<file path="config.mk">
export PLATFORM = sky130hd
export DESIGN_NAME = l1_trace_sequencer
export DESIGN_NICKNAME = d
export VERILOG_FILES = /design/src/rtl/l1_trace_sequencer.sv
export SDC_FILE = /design/constraint.sdc
export NUM_CORES = 2
export LEC_CHECK = 0
export BUFFER_PORTS_ARGS = -buffer_cell sky130_fd_sc_hd__buf_2
export CAP_MARGIN = 20
export CORE_ASPECT_RATIO = 0.75
export CORE_MARGIN = 5
export CORE_UTILIZATION = 35
export CTS_CLUSTER_DIAMETER = 200
export CTS_CLUSTER_SIZE = 24
export DETAILED_ROUTE_END_ITERATION = 12
export PLACE_DENSITY = 0.58
export SKIP_LAST_GASP = 1
export SYNTH_ARGS = -nofsm -noshare
export SYNTH_HDL_FRONTEND = slang
export SYNTH_SLANG_ARGS = --single-unit
</file>
<file path="constraint.sdc">
create_clock -name clk -period 12.9 [get_ports clk]
set_input_delay 0.645 -clock clk [delete_from_list [all_inputs] [get_ports clk]]
set_output_delay 0.645 -clock clk [all_outputs]
set_load 0.05 [all_outputs]
</file>
<file path="src/rtl/l1_trace_sequencer.sv">
// Trace command sequencer in front of the split L1 processor model: owns per-set line storage,
// decides fill MESI state, commits returned sets, keeps hit/miss statistics and runs clear/dump sweeps.
package my_struct_package;
   localparam int TAG_W = 12;
   localparam int IDX_W = 14;

   localparam logic [1:0] MESI_I = 2'd0;
   localparam logic [1:0] MESI_S = 2'd1;
   localparam logic [1:0] MESI_E = 2'd2;
   localparam logic [1:0] MESI_M = 2'd3;

   typedef struct packed {
      logic [TAG_W-1:0] tag;
      logic [IDX_W-1:0] index;
   } address_t;

   typedef struct packed {
      logic [3:0] n;
      address_t   address;
   } command_t;

   typedef struct packed {
      logic [1:0]       mesi;
      logic [TAG_W-1:0] tag;
      logic [2:0]       lru;
   } cache_line_t;
endpackage

module l1_trace_sequencer
   import my_struct_package::*;
#(
   parameter int SET_BITS = 4
) (
   input  logic                clk,
   input  logic                rst_n,
   input  logic                cmd_valid,
   input  command_t            cmd,
   output logic                cmd_ready,
   output logic                busy,
   output command_t            proc_instruction,
   output cache_line_t [3:0]   proc_line_i,
   output cache_line_t [7:0]   proc_line_d,
   output cache_line_t         proc_block_in,
   input  cache_line_t [3:0]   proc_return_i,
   input  cache_line_t [7:0]   proc_return_d,
   input  cache_line_t         proc_block_out,
   output logic                dump_valid,
   output logic [SET_BITS-1:0] dump_set,
   output logic [31:0]         read_count,
   output logic [31:0]         write_count,
   output logic [31:0]         hit_count,
   output logic [31:0]         miss_count,
   output logic [31:0]         writeback_count
);

   localparam int NSETS = 1 << SET_BITS;
   localparam logic [SET_BITS-1:0] SET_LAST = '1;

   typedef enum logic [2:0] {
      RESET_CLEAR = 3'd0,
      IDLE        = 3'd1,
      FETCH       = 3'd2,
      EXEC        = 3'd3,
      CLEAR       = 3'd4,
      DUMP        = 3'd5
   } state_t;

   state_t state, state_next;

   logic [SET_BITS-1:0] s;
   command_t            cmd_q;
   logic                hit_q;
   logic                hit;
   logic [1:0]          hit_mesi;
   logic [1:0]          blk_mesi;
   logic                dump_any;
   logic [SET_BITS-1:0] set_q;
   logic                use_i;
   logic                unused_blk;

   cache_line_t [7:0] mem_d [NSETS];
   cache_line_t [3:0] mem_i [NSETS];

   assign set_q      = cmd_q.address.index[SET_BITS-1:0];
   assign use_i      = (cmd_q.n == 4'd2);
   assign unused_blk = ^{proc_block_out.tag, proc_block_out.lru};

   function automatic logic [31:0] sat_inc(input logic [31:0] v);
      return (v == 32'hFFFF_FFFF) ? v : v + 32'd1;
   endfunction

   always_ff @(posedge clk or negedge rst_n) begin
      if (!rst_n) state <= RESET_CLEAR;
      else        state <= state_next;
   end

   always_comb begin
      state_next = state;
      case (state)
         RESET_CLEAR, CLEAR, DUMP: if (s == SET_LAST) state_next = IDLE;
         IDLE: begin
            if (cmd_valid) begin
               if (cmd.n <= 4'd4)      state_next = FETCH;
               else if (cmd.n == 4'd8) state_next = CLEAR;
               else if (cmd.n == 4'd9) state_next = DUMP;
            end
         end
         FETCH:   state_next = EXEC;
         EXEC:    state_next = IDLE;
         default: state_next = RESET_CLEAR;
      endcase
   end

   always_comb begin
      cmd_ready  = (state == IDLE);
      busy       = (state != IDLE);
      dump_valid = (state == DUMP) && dump_any;
      dump_set   = (state == DUMP) ? s : '0;
   end

   // Invalid ways never hit, even though cleared ways carry tag 0.
   always_comb begin
      hit      = 1'b0;
      hit_mesi = MESI_I;
      if (use_i) begin
         for (int w = 0; w < 4; w++)
            if (!hit && mem_i[set_q][w].mesi != MESI_I && mem_i[set_q][w].tag == cmd_q.address.tag) begin
               hit      = 1'b1;
               hit_mesi = mem_i[set_q][w].mesi;
            end
      end else begin
         for (int w = 0; w < 8; w++)
            if (!hit && mem_d[set_q][w].mesi != MESI_I && mem_d[set_q][w].tag == cmd_q.address.tag) begin
               hit      = 1'b1;
               hit_mesi = mem_d[set_q][w].mesi;
            end
      end
   end

   always_comb begin
      blk_mesi = MESI_I;
      case (cmd_q.n)
         4'd0, 4'd2: blk_mesi = hit ? hit_mesi : MESI_E;
         4'd1:       blk_mesi = MESI_M;
         4'd4:       blk_mesi = hit ? MESI_S : MESI_I;
         default:    blk_mesi = MESI_I;
      endcase
   end

   always_comb begin
      dump_any = 1'b0;
      for (int w = 0; w < 8; w++) dump_any = dump_any | (mem_d[s][w].mesi != MESI_I);
      for (int w = 0; w < 4; w++) dump_any = dump_any | (mem_i[s][w].mesi != MESI_I);
   end

   // Storage has no reset; the RESET_CLEAR sweep initialises it.
   always_ff @(posedge clk) begin
      if (state == RESET_CLEAR || state == CLEAR) begin
         for (int w = 0; w < 8; w++) mem_d[s][w] <= '{mesi: MESI_I, tag: '0, lru: 3'(w)};
         for (int w = 0; w < 4; w++) mem_i[s][w] <= '{mesi: MESI_I, tag: '0, lru: 3'(w)};
      end else if (state == EXEC) begin
         if (use_i) mem_i[set_q] <= proc_return_i;
         else       mem_d[set_q] <= proc_return_d;
      end
   end

   always_ff @(posedge clk or negedge rst_n) begin
      if (!rst_n) begin
         s                <= '0;
         cmd_q            <= '0;
         hit_q            <= 1'b0;
         proc_instruction <= '0;
         proc_line_i      <= '0;
         proc_line_d      <= '0;
         proc_block_in    <= '0;
         read_count       <= '0;
         write_count      <= '0;
         hit_count        <= '0;
         miss_count       <= '0;
         writeback_count  <= '0;
      end else begin
         if (state == RESET_CLEAR || state == CLEAR || state == DUMP) s <= s + 1'b1;
         else                                                         s <= '0;

         if (state == IDLE && cmd_valid) cmd_q <= cmd;

         if (state == FETCH) begin
            proc_instruction <= cmd_q;
            proc_line_i      <= mem_i[set_q];
            proc_line_d      <= mem_d[set_q];
            proc_block_in    <= '{mesi: blk_mesi, tag: cmd_q.address.tag, lru: 3'd0};
            hit_q            <= hit;
         end

         if (state == CLEAR && s == '0) begin
            read_count      <= '0;
            write_count     <= '0;
            hit_count       <= '0;
            miss_count      <= '0;
            writeback_count <= '0;
         end

         if (state == EXEC && cmd_q.n <= 4'd2) begin
            if (cmd_q.n == 4'd1) write_count <= sat_inc(write_count);
            else                 read_count  <= sat_inc(read_count);
            if (hit_q) hit_count  <= sat_inc(hit_count);
            else       miss_count <= sat_inc(miss_count);
            if (!hit_q && proc_block_out.mesi == MESI_M) writeback_count <= sat_inc(writeback_count);
         end
      end
   end

endmodule

</file>
==> summary.md <==
| Metric | Value |
|---|---|
| P per Cell Area | 209 nW/µm² |
| Switching portion of total power | 38.9% |
| Internal power | 21.0 mW |
| CP Capture Type | flop |
| Die area | 441,000 µm² |
| Hold Startpoint | cmd[0] |
| Sequential area share after synthesis | 72.8% |
| Gate Count Post-Synth | 8,389 |
| Top FF cell, synth | edfxtp_1 |
| Core Area | 427,000 µm² |
| Least-Margin Pin Slew | 1.25 ns |
| Most Crowded Layer GR | met2 |
| Hold Path Sink | cmd_q[0] |
| CTS tree | done |
| First-pass GRT wire length | 674 mm |
| Nets@finish | 9,225 |
| Outcome | finished clean |
| Post-route minimum period | 6.67 ns |
| Hold path cells | 2 |
| Die Ht | 576 µm |
| Final hold violations | 0 |
| Clk root buf | clkbuf_16 |
| Area Overhead vs Synth | 10.2% |
| TNS Setup | 0 ns |
| Starting Density | 35.0% |
| Maximum vdd ir drop | 0.197 mV |
| WL per Instance | 33.1 µm |
| Tot Pwr | 34.4 mW |
| Setup Skew | 0.110 ns |
| RePlAce Congestion | 0.851 |
| CTS H-Tree Depth | 4 |
| Max Slew Vio Count | 0 |
| DR vias | 85,200 |
| CTS resizes | 0 |
| Grt met1 use | 29.4% |
| Unrepaired setup endpoints after global routing | false |
| Async S/R FF share, synth | 11.7% |
| Worst reg2reg startpoint | cmd_q[0] |
| NetSw | 13.4 mW |
| Crit path required time | 13.77 ns |
| Vias in the first global route | 83,700 |
| Via/cell ratio | 5.76 |
| CP Class | flop to flop |
| Commonest non-fill, non-tap cell in the layout | edfxtp_1 |
| Synth Register Bits | 3,698 |
| Worst-Skew Late Latency | 0.95 ns |
| Die Wd | 765 µm |
| Layout cells sized above 1 | 22.5% |
| Leak pwr | 54.5 nW |
| Design area | 165,000 µm² |
| CTS buffer count | 176 |
| Relative slew slack | 16.9% |
| Period utilisation layout | 51.7% |
| Reg-to-reg critical path endpoint | proc_block_in[15] |
| IO Port Bufs | 653 |
| Clk slew on worst S/H paths | 0.10 ns |
| YS warnings | 0 |
| Dpl cell area | 159,000 µm² |
| Grt total ovfl | 0 |
| Met2 Use GR | 34.1% |
| DRT Pass-1 Iters | 6 |
| Total wire length | 490 mm |
| HPWL Detailed | 300 mm |
| Detail Route Antenna Nets | 0 |
| R2r setup slk | 6.23 ns |
| Reg2Reg Depth | 14 |
| Number of distinct library cells after synthesis | 90 |
| Row cnt | 208 |
| Initial antenna violation count | 54 |
| GRT Util Overall | 21.6% |
| Non-Filler Instances | 14,800 |
| Data arrival, critical path | 7.54 ns |
| Max cap viols | 0 |
| Placed cells | 14,400 |
| Largest net degree at the start of global routing | 175 |
| Commonest non-fill, non-tap cells in the layout | edfxtp_1 (3,264), mux4_2 (708), nand2_1 (704) |
| Syn avg cell area | 17.8 µm² |
| Met3 capacity usage during global routing | 3.80% |
| Number of top-level pins | 672 |
| Initial DRC count | 10,200 |
| Clock power share | 18.7% |
| Clock sink count | 3,698 |
| Comb pwr share | 39.0% |
| Crit path launch | cmd_q[0] |
| Drc violations | 0 |
| Mapped cell area | 150,000 µm² |
| Sequential fraction of design power | 42.3% |
| Worst-path fanout max | 125 |
| CP Launch Type | flop |
| Max frequency | 150 MHz |
| Final setup violating endpoints | 0 |
| Worst Hold Class | input port to flop |
| CTS max path bufs | 4 |
| EDFF count, synth | 3,264 |
[cells in the mapped netlist (46+ instances only)]
cell type / n / area (µm²)
nor3_1: 91 / 455
nand4_1: 52 / 325
or3_1: 46 / 288
buf_4: 49 / 368
mux4_2: 708 / 15900
nand2_1: 706 / 2650
a22oi_1: 85 / 638
dfrtp_1: 434 / 10900
clkbuf_1: 266 / 998
a21oi_1: 109 / 546
o22ai_1: 91 / 569
o21ai_0: 298 / 1490
nor2_1: 303 / 1140
xor2_1: 57 / 499
mux2i_1: 304 / 3040
edfxtp_1: 3264 / 98000
xnor2_1: 160 / 1400
and3_1: 247 / 1550
mux2_2: 184 / 2070
buf_2: 71 / 355
nand3_1: 128 / 641
nor4_1: 91 / 569
[stage by stage]
stage | hold slack, ns | util, % | worst slack [ns]
global route | 0.0245 | 38.6 | 5.96
detailed placement | 0.454 | 37.3 | 6.26
global placement | 0.456 | 37.3 | 6.23
CTS | 0.000965 | 38.6 | 6.25
finish | 0.0650 | 38.6 | 6.23
floorplan | 0.349 | - | 3.83
[worst max-delay path, cell delays in order, from the launching register on]
cell and delay, ns:
dfrtp_4 0.90, buf_12 0.52, buf_4 0.76, mux4_2 0.60, a22o_1 0.27, o21ai_0 0.18
o211ai_1 0.20, a2111oi_1 0.99, buf_4 0.30, and4_1 0.28, nor2_1 0.08, or4b_1 0.28
and4b_1 0.21, or4b_1 0.51, o21ai_1 0.14
[logic make-up (layout without fill, tap and decap cells)]
| group | Yosys count | after routing | synth area share (%) |
|---|---|---|---|
| xor+xnor | 217 | 217 | 1.27 |
| simple gates | 1820 | 1820 | 5.87 |
| flops | 3698 | 3698 | 72.8 |
| other cells | 1 | 35 | 0.00251 |
| mux | 1200 | 1200 | 14.1 |
| fa+ha+maj | 7 | 7 | 0.0585 |
| buf+inv | 539 | 1247 | 1.98 |
| compound gates | 907 | 907 | 3.94 |
[layout make-up]
cell class	count	area, µm²
multi-input combinational	4154	38200
antenna	32	80.1
clock inverter	13	188
timing repair buffer	897	5490
tap	5670	7090
fill	38700	262000
sequential	3698	109000
clock buffer	300	4890
inverter	37	151
[sequential cells by signal, indices dropped and copies added (netlist names)]
name	cells
write_count	32
proc_line_i	68
s	4
writeback_count	32
proc_line_d	136
proc_instruction	18
proc_block_in	14
read_count	32
mem_d	2176
mem_i	1088
hit_count	32
miss_count	32
state	3
hit_q	1
cmd_q	30
[per-layer routing]
layer / wire length, µm / up-vias
li1: - / 34600
met1: 195000 / 45700
met2: 226000 / 4251
met3: 42700 / 726
met4: 26300 / 24
met5: 162 / -
[power groups by stage]
| stage | logic (mW) | registers [mW] | clock network, mW |
|---|---|---|---|
| after floorplan | 7.48 | 15.8 | 0 |
| after detailed placement | 13.3 | 14.8 | 0 |
| after global placement | 13.3 | 14.8 | 0 |
| final | 13.4 | 14.6 | 6.45 |
| after global routing | 13.9 | 14.6 | 7.00 |
| after CTS | 13.4 | 14.6 | 6.57 |
[timing repair]
action / in CTS / in global routing
buffers inserted: 0 / 0
hold endpoints to repair: 101 / 0
hold buffers: 27 / 0
[worst max-delay path by stage]
stage	end	slack, ns	cells after the start
2_1_floorplan	mem_d[15][0]	3.83	12
3_3_place_gp	proc_block_in[15]	6.23	14
3_5_place_dp	proc_block_in[15]	6.26	14
4_1_cts	proc_block_in[15]	6.25	14
5_1_grt	proc_block_in[15]	5.96	14
6_report	proc_block_in[15]	6.23	14
No activity file was read; power rests on OpenSTA's default activity.
